[config.mk]
export PLATFORM = sky130hd
export DESIGN_NAME = fp_normalize_pipe
export DESIGN_NICKNAME = d
export VERILOG_FILES = /design/src/rtl/fp_pkg.sv /design/src/rtl/fp_lzc.sv /design/src/rtl/fp_normalize_pipe.sv
export SDC_FILE = /design/constraint.sdc
export NUM_CORES = 1
export LEC_CHECK = 0
export BUFFER_PORTS_ARGS = -buffer_cell sky130_fd_sc_hd__buf_2
export CAP_MARGIN = 40
export CORE_MARGIN = 1
export CORE_UTILIZATION = 55
export DETAILED_ROUTE_END_ITERATION = 7
export PLACE_DENSITY = 0.72
export SLEW_MARGIN = 40
export SYNTH_ARGS = -nofsm -noshare
export SYNTH_HDL_FRONTEND = slang
export SYNTH_SLANG_ARGS = --single-unit
[constraint.sdc]
create_clock -name clk -period 19.5 [get_ports clk]
set_clock_uncertainty 0.15 [all_clocks]
set_input_delay 0.975 -clock clk [delete_from_list [all_inputs] [get_ports clk]]
set_output_delay 0.975 -clock clk [all_outputs]
set_load 0.01 [all_outputs]
[src/rtl/fp_pkg.sv]
// ============================================================================
// Module   : fp_pkg
// Purpose  : Shared FP32 constants and encodings for the normaliser slice:
//            field widths, bias, maximum exponent code, operand class and
//            rounding-mode encodings, canonical quiet NaN.
// Revision : 1.0 - initial release
// ============================================================================
`default_nettype none

package fp_pkg;

  localparam int FP_W      = 32;
  localparam int FP_EXP_W  = 8;
  localparam int FP_FRAC_W = 23;
  localparam int FP_BIAS   = 127;
  localparam int EXP_MAX   = 255;

  typedef enum logic [1:0] {
    CLS_NORMAL = 2'b00,
    CLS_ZERO   = 2'b01,
    CLS_INF    = 2'b10,
    CLS_NAN    = 2'b11
  } fp_class_e;

  typedef enum logic [1:0] {
    RM_RNE = 2'b00,
    RM_RTZ = 2'b01,
    RM_RUP = 2'b10,
    RM_RDN = 2'b11
  } round_mode_e;

  localparam logic [FP_W-1:0] QNAN = 32'h7FC0_0000;

endpackage

`default_nettype wire

[src/rtl/fp_lzc.sv]
// ============================================================================
// Module   : fp_lzc
// Purpose  : Parameterised leading-zero counter. An all-zero input returns
//            WIDTH.
// Ports    : din [WIDTH-1:0] in  - value to scan
//            cnt [CNT_W-1:0] out - number of leading zeros (0..WIDTH)
// Revision : 1.0 - initial release
// ============================================================================
`default_nettype none

module fp_lzc #(
  parameter int WIDTH = 48,
  parameter int CNT_W = $clog2(WIDTH + 1)
) (
  input  logic [WIDTH-1:0] din,
  output logic [CNT_W-1:0] cnt
);

  // Scan upward so the highest set bit is the last assignment to win.
  always_comb begin
    cnt = CNT_W'(WIDTH);
    for (int i = 0; i < WIDTH; i++) begin
      if (din[i]) cnt = CNT_W'(WIDTH - 1 - i);
    end
  end

endmodule

`default_nettype wire

[src/rtl/fp_normalize_pipe.sv]
// ============================================================================
// Module   : fp_normalize_pipe
// Purpose  : Two-stage normaliser ahead of the FP32 rounder. Stage 1 counts
//            leading zeros; stage 2 shifts, rebiases, handles subnormals,
//            overflow and special classes, and produces guard/round/sticky.
// Ports    : clk, rst_n (async, active low)
//            in_valid/in_ready, in_sign, in_exp[EXP_W], in_mant[MANT_W],
//            in_class[2], in_round_mode[2]
//            out_valid/out_ready, out_data[32], out_guard, out_round,
//            out_sticky, out_round_mode[2], out_ovf, out_unf
// Macro    : FP_NORM_FTZ_EN - when defined, subnormal results flush to a
//            signed zero with out_unf set.
// Revision : 1.0 - initial release
// ============================================================================
`default_nettype none

module fp_normalize_pipe
  import fp_pkg::*;
#(
  parameter int MANT_W = 48,
  parameter int EXP_W  = 10
) (
  input  logic              clk,
  input  logic              rst_n,
  input  logic              in_valid,
  output logic              in_ready,
  input  logic              in_sign,
  input  logic [EXP_W-1:0]  in_exp,
  input  logic [MANT_W-1:0] in_mant,
  input  logic [1:0]        in_class,
  input  logic [1:0]        in_round_mode,
  output logic              out_valid,
  input  logic              out_ready,
  output logic [31:0]       out_data,
  output logic              out_guard,
  output logic              out_round,
  output logic              out_sticky,
  output logic [1:0]        out_round_mode,
  output logic              out_ovf,
  output logic              out_unf
);

  localparam int LZ_W = $clog2(MANT_W + 1);
  localparam int EN_W = EXP_W + 2;
  localparam int XW   = 2 * MANT_W;

  // ---------------- handshake ----------------
  logic s1_valid;
  logic s1_en, s2_en;

  assign s2_en    = !out_valid || out_ready;
  assign s1_en    = !s1_valid || s2_en;
  assign in_ready = s1_en;

  // ---------------- stage 1 ----------------
  logic [LZ_W-1:0]   in_lz;
  logic [1:0]        in_class_eff;
  logic              s1_sign;
  logic [EXP_W-1:0]  s1_exp;
  logic [MANT_W-1:0] s1_mant;
  logic [1:0]        s1_class;
  logic [1:0]        s1_rm;
  logic [LZ_W-1:0]   s1_lz;

  fp_lzc #(.WIDTH(MANT_W), .CNT_W(LZ_W)) u_lzc (
    .din (in_mant),
    .cnt (in_lz)
  );

  // A "normal" operand with no magnitude is really a zero.
  assign in_class_eff = (in_class == CLS_NORMAL && in_mant == '0) ? CLS_ZERO : in_class;

  always_ff @(posedge clk or negedge rst_n) begin
    if (!rst_n) begin
      s1_valid <= 1'b0;
      s1_sign  <= 1'b0;
      s1_exp   <= '0;
      s1_mant  <= '0;
      s1_class <= '0;
      s1_rm    <= '0;
      s1_lz    <= '0;
    end else if (s1_en) begin
      s1_valid <= in_valid;
      if (in_valid) begin
        s1_sign  <= in_sign;
        s1_exp   <= in_exp;
        s1_mant  <= in_mant;
        s1_class <= in_class_eff;
        s1_rm    <= in_round_mode;
        s1_lz    <= in_lz;
      end
    end
  end

  // ---------------- stage 2 arithmetic ----------------
  logic [EN_W-1:0]   exp_ext, lz_ext, e_n, sh_full, sh;
  logic [MANT_W-1:0] shifted;
  logic [XW-1:0]     ext;
  logic              is_sub, is_ovf;
  logic [22:0]       frac;
  logic              g_bit, r_bit, s_bit;
  logic              unused_hidden;

  assign exp_ext = {{2{s1_exp[EXP_W-1]}}, s1_exp};
  assign lz_ext  = {{(EN_W-LZ_W){1'b0}}, s1_lz};
  assign e_n     = exp_ext + EN_W'(1) - lz_ext;
  assign shifted = s1_mant << s1_lz;

  // e_n is two's complement: negative or zero means subnormal.
  assign is_sub  = e_n[EN_W-1] || (e_n == '0);
  assign is_ovf  = !is_sub && (e_n >= EN_W'(EXP_MAX));

  // Denormalising shift; beyond MANT_W every bit already lands in sticky.
  assign sh_full = EN_W'(1) - e_n;
  assign sh      = !is_sub ? '0 : ((sh_full > EN_W'(MANT_W)) ? EN_W'(MANT_W) : sh_full);

  // Lower half catches shifted-out bits so sticky sees them.
  assign ext     = {shifted, {MANT_W{1'b0}}} >> sh;
  assign frac    = ext[XW-2 -: 23];
  assign g_bit   = ext[XW-25];
  assign r_bit   = ext[XW-26];
  assign s_bit   = |ext[XW-27:0];
  // Hidden bit is implied by the exponent field, never stored.
  assign unused_hidden = ext[XW-1];

  logic [31:0] nxt_data;
  logic        nxt_g, nxt_r, nxt_s, nxt_ovf, nxt_unf;

  always_comb begin
    nxt_data = {s1_sign, e_n[FP_EXP_W-1:0], frac};
    nxt_g    = g_bit;
    nxt_r    = r_bit;
    nxt_s    = s_bit;
    nxt_ovf  = 1'b0;
    nxt_unf  = 1'b0;
    case (s1_class)
      CLS_ZERO: begin
        nxt_data = {s1_sign, 31'h0};
        {nxt_g, nxt_r, nxt_s} = 3'b000;
      end
      CLS_INF: begin
        nxt_data = {s1_sign, 8'hFF, 23'h0};
        {nxt_g, nxt_r, nxt_s} = 3'b000;
      end
      CLS_NAN: begin
        nxt_data = QNAN;
        {nxt_g, nxt_r, nxt_s} = 3'b000;
      end
      default: begin
        if (is_ovf) begin
          nxt_data = {s1_sign, 8'hFF, 23'h0};
          {nxt_g, nxt_r, nxt_s} = 3'b000;
          nxt_ovf  = 1'b1;
        end else if (is_sub) begin
`ifdef FP_NORM_FTZ_EN
          nxt_data = {s1_sign, 31'h0};
          {nxt_g, nxt_r, nxt_s} = 3'b000;
          nxt_unf  = 1'b1;
`else
          nxt_data = {s1_sign, 8'h00, frac};
          nxt_unf  = (|frac) | g_bit | r_bit | s_bit;
`endif
        end
      end
    endcase
  end

  // ---------------- stage 2 register ----------------
  always_ff @(posedge clk or negedge rst_n) begin
    if (!rst_n) begin
      out_valid      <= 1'b0;
      out_data       <= '0;
      out_guard      <= 1'b0;
      out_round      <= 1'b0;
      out_sticky     <= 1'b0;
      out_round_mode <= '0;
      out_ovf        <= 1'b0;
      out_unf        <= 1'b0;
    end else if (s2_en) begin
      out_valid <= s1_valid;
      if (s1_valid) begin
        out_data       <= nxt_data;
        out_guard      <= nxt_g;
        out_round      <= nxt_r;
        out_sticky     <= nxt_s;
        out_round_mode <= s1_rm;
        out_ovf        <= nxt_ovf;
        out_unf        <= nxt_unf;
      end
    end
  end

endmodule

`default_nettype wire
==> results by stage <==
Synthesis:
- In the synthesized netlist the dominant register cell turns out to be sky130_fd_sc_hd__dfrtp_1.
- In this run, synthesis inferred 0 flip-flops with an integrated enable.
- The post-synthesis async set-or-reset flop share is 1.00.
- The total number of yosys warnings is 0.
- The mean area per synthesized cell is 7.94 sq um.
- The cell count after synthesis came out at 1681.
- The net count of the mapped netlist is 1765.
- The distinct cell type count after synthesis is 92.
- Of the synthesized area, sequential elements account for 0.206.
- After synthesis the netlist holds a flip-flop and latch count of 110.
- The cell area after technology mapping is 13400 sq um.

Clock tree:
- The clock tree from TritonCTS is built.
- The clock transition at the register clock pins on the worst setup and hold paths after CTS is 80 ps.
- The clock insertion delay at the later pin of the skew report is 380 ps.
- Buffers inserted during clock tree synthesis total 9.
- In this run the number of H-tree levels came out at 3.
- The tree built by TritonCTS fans out to 110 sinks.
- The cell sitting at the root of the clock tree is a sky130_fd_sc_hd__clkbuf_16.
- The count of cells resized by post-cts repair is 0.
- The maximum clock path buffer count is 2.
- The number of setup buffers added after CTS is 0.
- Hold repair after CTS inserted 0 buffers.

Final layout:
- The multi-input gate area in the final layout is a little under 10000 sq um.
- The area occupied by registers is ~2800 sq um.
- The number of diodes is 0.
- The fill cell instance count of the final layout is between 2k and 2.5k.
- The layout net count is around 1.8k.
- Compared with the post-synthesis result, the final layout area differs by 7.53%.
- The fraction of layout cells with a size suffix above 1 is 0.215.
- The post-route non-filler standard cell count is just over 2k.
- The top cell types in the final layout, fill and taps aside, are 159 x sky130_fd_sc_hd__nand2_1, 150 x sky130_fd_sc_hd__nor2_1, 106 x sky130_fd_sc_hd__buf_2, 106 x sky130_fd_sc_hd__dfrtp_1, 105 x sky130_fd_sc_hd__mux2_2.
- Once layout is complete, the utilization of the core stands at 0.608.
- Leaving out fill and tap cells, the most frequent cell in the layout is sky130_fd_sc_hd__nand2_1.

STA:
- For this run, the top clock speed supported by timing is 0.127 GHz.
- Dividing the final minimum period by the clock period gives 0.404.
- The final number of setup-violating endpoints is 0.
- Setup repair after global routing left no endpoint under its margin.
- The clock period minus final worst setup slack is 7870 ps.
- The summed negative setup slack over all endpoints is 0 ps.
- The number of max-slew violations in the final report came to 0.
- For the pin with the worst max-slew slack, the measured transition is 896 ps.
- The total count of hold-check failures in the final report is 0.
- The tightest slew margin relative to the limit is 0.401.

Outcome:
- The run finished, with violations left.
- The checks that failed: DRC.

Worst setup path:
- The type of the worst setup path is flop to flop.
- Counting cells, the worst reg-to-reg path comes to 21.
- The maximum net fanout on the critical path is 67.
- The category of the worst setup path capture point is a flop.
- STA classifies the critical path startpoint as a flop.
- At the worst endpoint, the arrival time is between 7000 and 8000 ps.
- The data required time at the worst endpoint is 19590 ps.

Routing:
- For this run, the detailed router's first-pass iteration total came to 8.
- The first routing iteration left approximately 2.2k violations.
- Dividing the detail-routed wire length by the instance count gives 26.5 um.
- The number of nets still failing antenna checks after routing is 0.
- Summing over every cut layer, the via total after detailed routing is roughly 15k.
- Using the TritonRoute via totals, the vias-per-cell ratio works out to 7.43.
- The total DRC errors in the routed layout is 11.
- After detailed routing, the total wire length is 53.5 mm.

Global route:
- The initial antenna violation count is 0.
- Entering global routing, the biggest net connects 86 pins.
- The total overflow left after global routing is 0.
- The first global-routing pass estimated 81.9 mm of wire.
- The via count of the first global-routing pass is 13.7k.
- In the global route stage, overall resource usage came out at 0.433.

Placed design:
- The post-detailed-placement half-perimeter wirelength is 39.5 mm.
- The count of input and output buffers is around 110.
- The total instance count after detailed placement is 2004.
- The routability-driven placement congestion ratio is roughly 1.0.

Floorplanning:
- The initial utilization of the core area, before any placement, comes to 0.566.
- For this design the top-level I/O count stands at around 110.
- The core footprint is roughly 24000 sq um.
- The floorplan step defined a die boundary enclosing 24900 sq um.
- The die width is 158 um.
- From bottom edge to top edge, the die measures 158 um.
- The floorplan row count is 56.

Hold path:
- Counting instances, the worst hold path has a depth of 2.
- In this run the worst hold path is classified as flop to flop.

Pwr:
- For this design the ratio of total power to cell area is between 100 and 150 nW/um^2.
- The worst voltage drop across the vdd grid is 0.0000880 V.
- The leakage dissipation is 5.50 nW.

Flow run:
- The number of violations of the max-capacitance limit is 0.
==> path summary, 6_finish.rpt <==
check / from / to / slack, ps
worst max-delay path: s1_lz[1] / out_unf / 11630
worst min-delay path: out_data[10] / out_data[10] / 330
worst max register to register: s1_lz[1] / out_unf / 11630
worst min register to register: out_data[10] / out_data[10] / 330
max in group asynchronous: rst_n / s1_lz[2] / 17750
min in group asynchronous: rst_n / out_data[31] / 380
==> report_power, final <==
part / leakage (nW) / internal (mW) / switching, mW
Sequential: 1.35 / 0.265 / 0.0390
Combinational: 4.00 / 0.363 / 0.751
Clock: 0.149 / 0.0917 / 0.110
Total: 5.50 / 0.720 / 0.900
==> state kept, by name, indices dropped and copies added, names as in the netlist <==
name and count:
out_guard 1, out_round_mode 2, s1_exp 10, s1_sign 1, s1_class 2, s1_mant 48
out_unf 1, out_round 1, s1_valid 1, out_data 32, s1_rm 2, out_ovf 1
out_sticky 1, out_valid 1, s1_lz 6
==> worst max-delay path, stage by stage, from the launching register on <==
cell and delay (ps):
sky130_fd_sc_hd__dfrtp_2 340, sky130_fd_sc_hd__buf_4 600, sky130_fd_sc_hd__ha_1 230, sky130_fd_sc_hd__inv_1 40, sky130_fd_sc_hd__ha_2 320, sky130_fd_sc_hd__clkinv_1 520
sky130_fd_sc_hd__buf_4 480, sky130_fd_sc_hd__ha_1 270, sky130_fd_sc_hd__and2_1 180, sky130_fd_sc_hd__a311o_1 380, sky130_fd_sc_hd__a211oi_2 400, sky130_fd_sc_hd__o31a_1 200
sky130_fd_sc_hd__buf_4 380, sky130_fd_sc_hd__nand3_2 710, sky130_fd_sc_hd__nand2_1 650, sky130_fd_sc_hd__o22ai_1 150, sky130_fd_sc_hd__or2_0 260, sky130_fd_sc_hd__or4b_1 550
sky130_fd_sc_hd__o41ai_2 350, sky130_fd_sc_hd__a32oi_1 190, sky130_fd_sc_hd__nor4_2 220, sky130_fd_sc_hd__o211ai_1 130
==> per-stage QoR <==
stage          setup WS [ps]  power, mW  hold WS [ps]  cell area (sq um)
2_1_floorplan          12870       1.04           307              13400
3_3_place_gp           12080       1.36           307              14000
3_5_place_dp           11860       1.36           316              14100
4_1_cts                11820       1.57           333              14400
5_1_grt                11270       1.69           357              14400
6_report               11630       1.62           325              14400
==> kinds of logic (layout without fill, tap and decap cells) <==
family,after synthesis,count (layout),synth area share
xor gates and xnor gates,8,8,0.00525
and+or+nand+nor,601,601,0.220
AOI/OAI and AO/OA,554,554,0.289
adders and majority gates,17,17,0.0165
DFF,110,110,0.206
muxes,210,210,0.207
buffers and inverters,181,201,0.0559
==> Yosys cell counts (all sizes together) (19+ instances only) <==
library cell,instances,area share
nand2,161,0.045
nor2,152,0.043
dfrtp,110,0.21
o21ai,109,0.041
mux2,106,0.089
a21oi,85,0.032
clkbuf,77,0.022
nor3,66,0.025
buf,62,0.022
mux2i,62,0.046
o22ai,50,0.023
nand3,49,0.019
a211oi,45,0.028
mux4,42,0.071
nor4,42,0.021
inv,39,0.011
o211ai,32,0.018
a31oi,30,0.014
o31ai,24,0.015
and2,20,0.0094
nand4,19,0.0089
==> area by class of cell <==
type | instances | area share
Clock buffer | 9 | 0.0157
Inverter | 42 | 0.0110
Timing Repair Buffer | 143 | 0.0565
Clock inverter | 7 | 0.00540
Sequential cell | 110 | 0.192
Tap cell | 319 | 0.0278
Multi-Input combinational cell | 1390 | 0.691
==> layer usage <==
| metal | part of all wire | vias to the layer above | global-route usage | wire, um |
|---|---|---|---|---|
| li1 | - | 6562 | - | - |
| met1 | 0.38 | 7151 | 0.552 | 20300 |
| met2 | 0.45 | 1071 | 0.684 | 24200 |
| met3 | 0.11 | 231 | 0.0794 | 5620 |
| met4 | 0.062 | 0 | 0.255 | 3330 |
| met5 | 0 | - | 0 | 0 |
Note: power is estimated with default switching activity, not from simulation.
